File: src/rtl/joypad_pkg.sv
// Shared definitions for the Sega 3-button pad hub: scan states, NES button
// order and raw pin positions.
package joypad_pkg;

  typedef enum logic [1:0] {
    S_HI_SETTLE,
    S_HI_SAMPLE,
    S_LO_SETTLE,
    S_LO_SAMPLE
  } scan_state_t;

  localparam int unsigned BTN_A      = 0;
  localparam int unsigned BTN_B      = 1;
  localparam int unsigned BTN_SELECT = 2;
  localparam int unsigned BTN_START  = 3;
  localparam int unsigned BTN_UP     = 4;
  localparam int unsigned BTN_DOWN   = 5;
  localparam int unsigned BTN_LEFT   = 6;
  localparam int unsigned BTN_RIGHT  = 7;

  // Mode = 1 pin meanings
  localparam int unsigned PIN_UP    = 0;
  localparam int unsigned PIN_DOWN  = 1;
  localparam int unsigned PIN_LEFT  = 2;
  localparam int unsigned PIN_RIGHT = 3;
  localparam int unsigned PIN_B     = 4;
  localparam int unsigned PIN_C     = 5;
  // Mode = 0 pin meanings; ID pins read low when a 3-button pad is attached
  localparam int unsigned PIN_ID0   = 2;
  localparam int unsigned PIN_ID1   = 3;
  localparam int unsigned PIN_A     = 4;
  localparam int unsigned PIN_START = 5;

  function automatic logic [7:0] assemble_buttons(input logic [5:0] hi,
                                                  input logic [5:0] lo);
    logic [7:0] b;
    b             = '0;
    b[BTN_A]      = ~lo[PIN_A];
    b[BTN_B]      = ~hi[PIN_B];
    b[BTN_SELECT] = ~hi[PIN_C];
    b[BTN_START]  = ~lo[PIN_START];
    b[BTN_UP]     = ~hi[PIN_UP];
    b[BTN_DOWN]   = ~hi[PIN_DOWN];
    b[BTN_LEFT]   = ~hi[PIN_LEFT];
    b[BTN_RIGHT]  = ~hi[PIN_RIGHT];
    return b;
  endfunction

endpackage

File: src/rtl/joypad_port.sv
// One pad port: pin synchroniser, two-phase capture, presence/commit and the
// NES-style strobe/shift register serving the CPU GPIO path.
module joypad_port
  import joypad_pkg::*;
#(
  parameter int   P_sync_stages = 2,
  parameter logic P_fill        = 1'b1
) (
  input  logic       i_clk,
  input  logic       i_rst_n,
  input  logic [5:0] i_pins,
  input  logic       i_hi_sample,
  input  logic       i_lo_sample,
  input  logic       i_load,
  input  logic       i_rden,
  output logic       o_data,
  output logic [7:0] o_buttons,
  output logic       o_present
);

  logic [5:0] r_sync [P_sync_stages];
  logic [5:0] r_hi;
  logic [7:0] r_buttons;
  logic       r_present;
  logic [7:0] r_sh;
  logic       r_rden_q;

  logic [5:0] w_pins;
  logic       w_present;
  logic       w_rden_rise;

  always_ff @(posedge i_clk or negedge i_rst_n) begin
    if (!i_rst_n) begin
      for (int unsigned i = 0; i < P_sync_stages; i++) r_sync[i] <= '1;
    end else begin
      r_sync[0] <= i_pins;
      for (int unsigned i = 1; i < P_sync_stages; i++) r_sync[i] <= r_sync[i-1];
    end
  end

  assign w_pins      = r_sync[P_sync_stages-1];
  assign w_present   = ~w_pins[PIN_ID0] & ~w_pins[PIN_ID1];
  assign w_rden_rise = i_rden & ~r_rden_q;

  // LO_SAMPLE both checks presence and commits, using the HI half captured earlier
  always_ff @(posedge i_clk or negedge i_rst_n) begin
    if (!i_rst_n) begin
      r_hi      <= '1;
      r_buttons <= '0;
      r_present <= 1'b0;
    end else begin
      if (i_hi_sample) r_hi <= w_pins;
      if (i_lo_sample) begin
        r_present <= w_present;
        r_buttons <= w_present ? assemble_buttons(r_hi, w_pins) : '0;
      end
    end
  end

  // Load level has priority over a coincident read edge
  always_ff @(posedge i_clk or negedge i_rst_n) begin
    if (!i_rst_n) begin
      r_sh     <= '0;
      r_rden_q <= 1'b0;
    end else begin
      r_rden_q <= i_rden;
      if (i_load)           r_sh <= r_buttons;
      else if (w_rden_rise) r_sh <= {P_fill, r_sh[7:1]};
    end
  end

  assign o_data    = r_sh[0];
  assign o_buttons = r_buttons;
  assign o_present = r_present;

endmodule

File: src/rtl/joypad_hub.sv
// Multi-port Sega 3-button pad hub: one shared mode-toggle scan sequencer
// driving a generated array of pad ports.
module joypad_hub
  import joypad_pkg::*;
#(
  parameter int   P_ports       = 2,
  parameter int   P_sync_stages = 2,
  parameter int   P_scan_div    = 64,
  parameter logic P_fill        = 1'b1
) (
  input  logic                 I_clock,
  input  logic                 I_reset,
  input  logic [6*P_ports-1:0] I_joy_bits,
  output logic [P_ports-1:0]   O_joy_mode,
  input  logic [P_ports-1:0]   I_GPIO_load,
  input  logic [P_ports-1:0]   I_GPIO_rden,
  output logic [P_ports-1:0]   O_GPIO_data,
  output logic [8*P_ports-1:0] O_buttons,
  output logic [P_ports-1:0]   O_present
);

  localparam int CW = (P_scan_div > 1) ? $clog2(P_scan_div) : 1;
  localparam logic [CW-1:0] CNT_LAST = CW'(P_scan_div - 1);

  scan_state_t   r_state, w_state_nxt;
  logic [CW-1:0] r_cnt, w_cnt_nxt;
  logic          w_mode;
  logic          w_hi_sample;
  logic          w_lo_sample;

  always_ff @(posedge I_clock or negedge I_reset) begin
    if (!I_reset) begin
      r_state <= S_HI_SETTLE;
      r_cnt   <= '0;
    end else begin
      r_state <= w_state_nxt;
      r_cnt   <= w_cnt_nxt;
    end
  end

  always_comb begin
    w_state_nxt = r_state;
    w_cnt_nxt   = '0;
    case (r_state)
      S_HI_SETTLE:
        if (r_cnt == CNT_LAST) w_state_nxt = S_HI_SAMPLE;
        else                   w_cnt_nxt   = r_cnt + CW'(1);
      S_HI_SAMPLE: w_state_nxt = S_LO_SETTLE;
      S_LO_SETTLE:
        if (r_cnt == CNT_LAST) w_state_nxt = S_LO_SAMPLE;
        else                   w_cnt_nxt   = r_cnt + CW'(1);
      S_LO_SAMPLE: w_state_nxt = S_HI_SETTLE;
      default:     w_state_nxt = S_HI_SETTLE;
    endcase
  end

  assign w_mode      = (r_state == S_HI_SETTLE) || (r_state == S_HI_SAMPLE);
  assign w_hi_sample = (r_state == S_HI_SAMPLE);
  assign w_lo_sample = (r_state == S_LO_SAMPLE);
  assign O_joy_mode  = {P_ports{w_mode}};

  for (genvar g = 0; g < P_ports; g++) begin : g_port
    joypad_port #(
      .P_sync_stages(P_sync_stages),
      .P_fill       (P_fill)
    ) u_port (
      .i_clk      (I_clock),
      .i_rst_n    (I_reset),
      .i_pins     (I_joy_bits[6*g +: 6]),
      .i_hi_sample(w_hi_sample),
      .i_lo_sample(w_lo_sample),
      .i_load     (I_GPIO_load[g]),
      .i_rden     (I_GPIO_rden[g]),
      .o_data     (O_GPIO_data[g]),
      .o_buttons  (O_buttons[8*g +: 8]),
      .o_present  (O_present[g])
    );
  end

endmodule

File: config.mk
export PLATFORM = sky130hd
export DESIGN_NAME = joypad_hub
export DESIGN_NICKNAME = d
export VERILOG_FILES = /design/src/rtl/joypad_pkg.sv /design/src/rtl/joypad_port.sv /design/src/rtl/joypad_hub.sv
export SDC_FILE = /design/constraint.sdc
export NUM_CORES = 1
export LEC_CHECK = 0
export ABC_AREA = 1
export BUFFER_PORTS_ARGS = -buffer_cell sky130_fd_sc_hd__buf_2
export CAP_MARGIN = 20
export CORE_ASPECT_RATIO = 1.25
export CORE_MARGIN = 3
export CORE_UTILIZATION = 40
export CTS_CLUSTER_SIZE = 14
export DETAILED_ROUTE_END_ITERATION = 6
export PLACE_DENSITY = 0.69
export SLEW_MARGIN = 20
export SYNTH_ARGS = -nofsm -noshare
export SYNTH_HDL_FRONTEND = slang
export SYNTH_HIERARCHICAL = 1
export SYNTH_SLANG_ARGS = --single-unit
File: constraint.sdc
create_clock -name I_clock -period 1.2 [get_ports I_clock]
set_input_delay 0.12 -clock I_clock [delete_from_list [all_inputs] [get_ports I_clock]]
set_output_delay 0.12 -clock I_clock [all_outputs]
set_load 0.05 [all_outputs]
==> qor.txt, run 1 <==
=======================================================================================
Setup-failing EPs final                                                              28
Hold Path Depth                                                                       4
Synthesis-stage register bit count                                                   80
Area growth from synthesis to final layout                                       22.91%
Remaining global-route overflow                                                       0
Worst setup path category                                                  flop to output port
Average instance area after synthesis                                       10.01 sq um
Number of violations reported at the end of detailed-routing iteration 0            105
Global Route Usage Sum                                                           0.1301
Worst-case setup margin in the final layout                                  -0.3052 ns
Number of levels the H-tree was split into                                            3
Worst-case setup slack after placement                                       -0.1181 ns
Worst-case headroom to the max-slew limit                                        0.7585
Clock insertion delay at the later pin of the skew report                       0.34 ns
Most common cell after layout, fill and taps aside                         sky130_fd_sc_hd__nand2_1
Longest Clk Path Bufs                                                                 2
Post-synthesis cell area                                                     3222 sq um
Peak VDD IR                                                                 0.0008520 V
Routability Congestion                                                           0.7221
Startpoint of the most critical hold path                                  I_GPIO_load[0]
Final routed wirelength across all metal layers                                5.503 mm
Share of the yosys chip area belonging to registers                              0.6353
Cell area reported after detailed placement                                  3512 sq um
Finished Core Util                                                               0.5197
Setup repair after global routing missed its margin                                true
Count of max-cap constraint violations                                                0
Worst setup EP type                                                         output port
Diode insertion count for antenna repair                                              0
Number of standard-cell rows in the floorplan                                        35
CTS tree                                                                          built
Number of nets in the synthesized netlist                                           345
Total number of vias                                                               2197
Number of instances in the synthesized netlist                                      322
Pwr dens                                                                   1311 nW/um^2
Skew final                                                                  0.007523 ns
TritonCTS Buffers                                                                     9
Yosys cell types                                                                     23
Vertical die dimension                                                         106.3 um
Post-DP HPWL                                                                   3.741 mm
DRC violation count after routing                                                     0
Tightest Hold Check Type                                                   input port to flop
Fraction of final layout cells with drive strength greater than 1                0.3274
Final Instance Area                                                          3960 sq um
Failing checks                                                             setup timing
Routed vias/inst                                                                  4.549
Fmax                                                                         0.6644 GHz
Wirelength per Cell                                                            11.39 um
Via count of the first global-routing pass                                         2137
Status                                                                     complete, but fails checks
Full die area                                                                9174 sq um
Final-report max-slew violation count                                                 0
Initial core utilization                                                         0.4228
Clock transition at path regs                                                   0.08 ns
Tmin final                                                                     1.505 ns
Clock sinks                                                                          80
Pin count of the biggest net entering global routing                                 52
Final nets                                                                          409
R2R depth                                                                             6
Standby leakage power                                                          2.020 nW
Number of top-level pins                                                             40
Total power                                                                    5.192 mW
Floorplan core area                                                          7620 sq um
Terminating pin of the worst hold path                                     g_port[0].u_port/r_sh[7]
Arrival time of data at the critical path endpoint                              1.39 ns
First-pass GRT wire length                                                     9.508 mm
Leading cell types in the layout, fill and taps excluded                   sky130_fd_sc_hd__nand2_1, sky130_fd_sc_hd__dfrtp_1, sky130_fd_sc_hd__dfstp_2, sky130_fd_sc_hd__buf_2, sky130_fd_sc_hd__nand3_1
Count of port buffers added during placement                                         39
Transition time at the pin with the least slew margin                         0.3618 ns
Startpoint kind of the worst setup timing path                                     flop
Register-to-register setup slack                                               -0.08 ns
Hold Vio Cnt, Final                                                                   0
Total of warnings raised by yosys                                                     6
R2r endpoint                                                                   r_cnt[5]
Number of nets with antenna violations after routing                                  0
Final critical-path share of the clock period                                     1.254
Worst R2R Start                                                              r_state[0]
Data required time at the worst endpoint                                        1.08 ns
Master cell of the clock root buffer                                       sky130_fd_sc_hd__clkbuf_8
Critical Path Fanout Max                                                              2
Pre-Repair DR Iteration Count                                                         4
Die width                                                                      86.27 um
Antenna violations before repair                                                      0
=======================================================================================
-- stage by stage --
stage	setup TNS [ns]	hold WS [ns]	cells
floorplan	-0.01265	-0.1756	322
global placement	-0.3444	0.09709	450
detailed placement	-1.560	0.1004	450
CTS	-2.373	0.1493	483
global route	-3.924	0.1970	483
finish	-1.800	0.1678	483
-- layout make-up --
cell class                      instances  area [sq um]
Fill cell                             733          3660
Multi-Input combinational cell        206         997.2
Inverter                               26         115.1
Timing Repair Buffer                   63         460.4
Clock inverter                          3         45.04
Clock buffer                           13         180.2
Sequential cell                        80          2047
Tap cell                               92         115.1
-- kinds of logic (layout without fill, tap and decap cells) --
kind of cell / after synthesis / after routing / share of synthesized area
adders and majority gates: 5 / 5 / 0.01942
xor gates and xnor gates: 1 / 1 / 0.002719
buffers and inverters: 36 / 105 / 0.06680
AOI/OAI and AO/OA: 18 / 18 / 0.02952
DFF: 80 / 80 / 0.6353
and+or+nand+nor: 182 / 182 / 0.2462
-- cells in the mapped netlist, drive strengths merged --
library cell,count,area share
dfstp,36,0.29
dfrtp,44,0.34
inv,24,0.033
a21boi,1,0.0023
o21bai,1,0.0023
a21oi,2,0.0031
o21ai,14,0.022
nor2,8,0.012
nand3,30,0.047
clkinv,2,0.0023
ha,5,0.019
or2,2,0.0039
nand2,138,0.17
buf,10,0.032
nand3b,4,0.0093
xor2,1,0.0027
-- report_power, final --
part	total [mW]	internal, mW	switching (mW)
Combinational	0.243	0.0999	0.144
Sequential	2.83	2.80	0.0300
Clock	2.12	1.21	0.911
Total	5.19	4.11	1.08
-- layer usage --
metal,global-route usage,wire length [um]
met5,0,0
met4,0.05345,97
met3,0.04031,200
met2,0.2111,2746
met1,0.1598,2458
-- worst max-delay path, cell delays in order (launching register included) --
cell	delay [ns]
sky130_fd_sc_hd__dfrtp_1	0.37
sky130_fd_sc_hd__inv_1	0.07
sky130_fd_sc_hd__ha_2	0.19
sky130_fd_sc_hd__or2_4	0.27
sky130_fd_sc_hd__buf_8	0.15
-- flip-flops by register name, indices dropped and copies added, names as in the netlist --
| register | count |
|---|---|
| r_cnt | 6 |
| g_port.u_port/r_sync | 12 |
| g_port.u_port/o_present | 2 |
| g_port.u_port/w_pins | 12 |
| r_state | 2 |
| g_port.u_port/r_hi | 12 |
| g_port.u_port/o_buttons | 16 |
| g_port.u_port/r_sh | 16 |
| g_port.u_port/r_rden_q | 2 |
-- timing repair --
item | in CTS | in global routing
buffers inserted | 2 | 2
endpoints found under the setup margin | 28 | 38
resized for setup | 11 | 9
hold buffers | 15 | 0
hold endpoints to repair | 69 | 0
pin swaps | 2 | 2
-- worst max path at each step --
stage                           from             to  slack [ns]  depth (start not counted)
after global placement    r_state[0]  O_joy_mode[1]       -0.05                          4
after floorplan           r_state[0]       r_cnt[2]      -0.004                          5
after CTS                 r_state[0]  O_joy_mode[0]       -0.31                          4
after global routing      r_state[1]  O_joy_mode[0]       -0.37                          4
final                     r_state[1]  O_joy_mode[0]       -0.31                          4
after detailed placement  r_state[0]       r_cnt[2]       -0.12                          5
Power figures use the tool's default switching activity.
==> run 2: changes to the inputs <==
Settings changed: BUFFER_PORTS_ARGS -buffer_cell sky130_fd_sc_hd__buf_2 to not set, DONT_BUFFER_PORTS set to 1, PLACE_DENSITY 0.69 to 0.61.
==> run 2 against run 1 <==
  * The flow finishes with violations (hold timing, setup timing)
  * Sequential power about the same
  * Sequential share of layout area up 0.56 points
  * First-iteration DRC count up 15%
  * Clock skew up 0.0058 ns
  * Highest routed layer unchanged
==> qor.txt, run 2 (synthesis results as in run 1) <==
=======================================================================================
Internal power                                                                 3.869 mW
Critical Path Fanout Max                                                              3
First-pass GRT wire length                                                     9.522 mm
Pwr dens                                                                   1245 nW/um^2
Via count of the first global-routing pass                                         2061
Final routed wirelength across all metal layers                                5.584 mm
Worst setup path category                                                  flop to output port
Master cell of the clock root buffer                                       sky130_fd_sc_hd__clkbuf_8
Sequential fraction of design power                                               0.580
NetSw                                                                          1.011 mW
Fraction of final layout cells with drive strength greater than 1                0.3056
Part of the total power dissipated in the clock network                           0.388
Arrival time of data at the critical path endpoint                              1.38 ns
Skew final                                                                   0.01334 ns
Number of levels the H-tree was split into                                            3
Vertical die dimension                                                         106.3 um
Clock insertion delay at the later pin of the skew report                       0.34 ns
Area growth from synthesis to final layout                                       21.67%
Peak VDD IR                                                                 0.0007942 V
Antenna violations before repair                                                      0
Combinational fraction of design power                                            0.032
Longest Clk Path Bufs                                                                 2
Final non-filler cell total                                                         465
DRC violation count after routing                                                     0
Routability Congestion                                                           0.7271
Total number of vias                                                               2159
Data required time at the worst endpoint                                        1.08 ns
Setup_tns                                                                     -1.245 ns
Post-DP HPWL                                                                   3.655 mm
Worst-case setup margin in the final layout                                  -0.3042 ns
Standby leakage power                                                          1.923 nW
Fmax                                                                         0.6648 GHz
Pin count of the biggest net entering global routing                                 81
Die width                                                                      86.27 um
Setup-failing EPs final                                                              10
Hold Vio Cnt, Final                                                                  80
Leading cell types in the layout, fill and taps excluded                   sky130_fd_sc_hd__nand2_1, sky130_fd_sc_hd__dfrtp_1, sky130_fd_sc_hd__dfstp_2
Clock transition at path regs                                                   0.08 ns
Routed vias/inst                                                                  4.643
Diode insertion count for antenna repair                                              0
Worst-case headroom to the max-slew limit                                        0.6762
Final-report max-slew violation count                                                 0
Final nets                                                                          391
Hold Buf Count CTS                                                                   16
# placed instances                                                                  430
Setup repair after global routing missed its margin                                true
Pre-Repair DR Iteration Count                                                         4
Final critical-path share of the clock period                                     1.253
TritonCTS Buffers                                                                     9
Number of top-level pins                                                             40
Finished Core Util                                                               0.5145
Global Route Usage Sum                                                           0.1309
Tightest Hold Check Type                                                   input port to async pin
Worst hold-check slack                                                       -0.5280 ns
Number of standard-cell rows in the floorplan                                        35
Tmin final                                                                     1.504 ns
Cell type of the slowest stage on the worst timing path                    sky130_fd_sc_hd__dfrtp_2
Count of port buffers added during placement                                          0
Cell area reported after detailed placement                                  3445 sq um
Floorplan core area                                                          7620 sq um
Count of max-cap constraint violations                                                0
Startpoint kind of the worst setup timing path                                     flop
Layout filler cell count                                                            726
Status                                                                     complete, but fails checks
Most common cell after layout, fill and taps aside                         sky130_fd_sc_hd__nand2_1
Number of nets with antenna violations after routing                                  0
Failing checks                                                             hold timing, setup timing
List of cells traversed by the critical path                               inv_2 > ha_4 > or2_4 > buf_12
Total power                                                                    4.880 mW
Sw Ratio                                                                         0.2072
Wirelength per Cell                                                            12.01 um
Final Instance Area                                                          3920 sq um
CTS tree                                                                          built
Remaining global-route overflow                                                       0
Transition time at the pin with the least slew margin                         0.4841 ns
Number of violations reported at the end of detailed-routing iteration 0            121
Full die area                                                                9174 sq um
Initial core utilization                                                         0.4228
Clock sinks                                                                          80
Worst setup EP type                                                         output port
Critical path's largest stage delay                                             0.42 ns
=======================================================================================
[run 2: changes by cell type in the layout (fill, tap and decap cells not counted), sizes merged]
| cell | before | now |
|---|---|---|
| bufinv | 1 | 0 |
| clkinv | 3 | 2 |
| dlygate4sd3 | 15 | 16 |
| buf | 48 | 29 |
| clkbuf | 13 | 15 |
[run 2: final cells by class]
type	instances	area [sq um]	share of cell area
flip-flops and latches	80	2048	0.5225
clock inverters	1	8.758	0.002234
multi-input cells	206	1042	0.2659
repair buffers	45	401.6	0.1025
inverters	26	116.4	0.02968
clock buffers	15	187.7	0.04788
well taps	92	115.1	0.02936
[run 2: power by group through the flow]
stage          logic, mW  registers [mW]  clock network [mW]
6_report           0.157            2.83                1.89
5_1_grt            0.176            2.84                2.08
3_5_place_dp       0.104            2.88                   0
4_1_cts            0.158            2.83                1.98
2_1_floorplan      0.116            2.87                   0
3_3_place_gp       0.103            2.88                   0
[run 2: per-layer routing]
metal,track usage,part of all wire,vias up
li1,-,-,1089
met1,0.1689,0.46,1032
met2,0.2056,0.49,32
met3,0.04031,0.041,6
met4,0.05011,0.012,0
met5,0,0,-
[run 2: final timing paths]
check	startpoint	to	slack, ns	cells past startpoint
max in group asynchronous	I_reset	g_port[0].u_port/r_sync[11]	1.51	0
min in group I_clock	I_GPIO_rden[0]	g_port[0].u_port/r_sh[3]	0.19	3
setup / recovery	r_state[0]	O_joy_mode[0]	-0.30	4
hold reg to reg	g_port[0].u_port/r_sync[9]	g_port[0].u_port/w_pins[3]	0.36	0
hold / removal	I_reset	r_cnt[0]	-0.53	0
setup reg to reg	r_state[0]	r_state[1]	-0.10	7
[run 2: worst max-delay path: cells and delay by family (launching register included)]
kind                     cells  cell delay, ns
flip-flops                   1            0.42
adder cells (fa/ha/maj)      1            0.16
AND/OR/NAND/NOR              1            0.23
buffers and inverters        2            0.24
[run 2: timing repair]
| item | CTS | global route |
|---|---|---|
| endpoints found under the setup margin | 28 | 33 |
| pin swaps | 1 | 5 |
| setup buffers | 4 | 0 |
| hold endpoints to repair | 110 | 80 |
| cloned | 0 | 0 |
| resized for setup | 9 | 20 |
[run 2: stage by stage]
step | hold WS, ns | worst slack, ns
6_report | -0.5280 | -0.3042
5_1_grt | -0.5635 | -0.3584
2_1_floorplan | -0.1756 | -0.004208
3_3_place_gp | -0.1722 | -0.04934
3_5_place_dp | -0.1721 | -0.1135
4_1_cts | -0.5550 | -0.3065
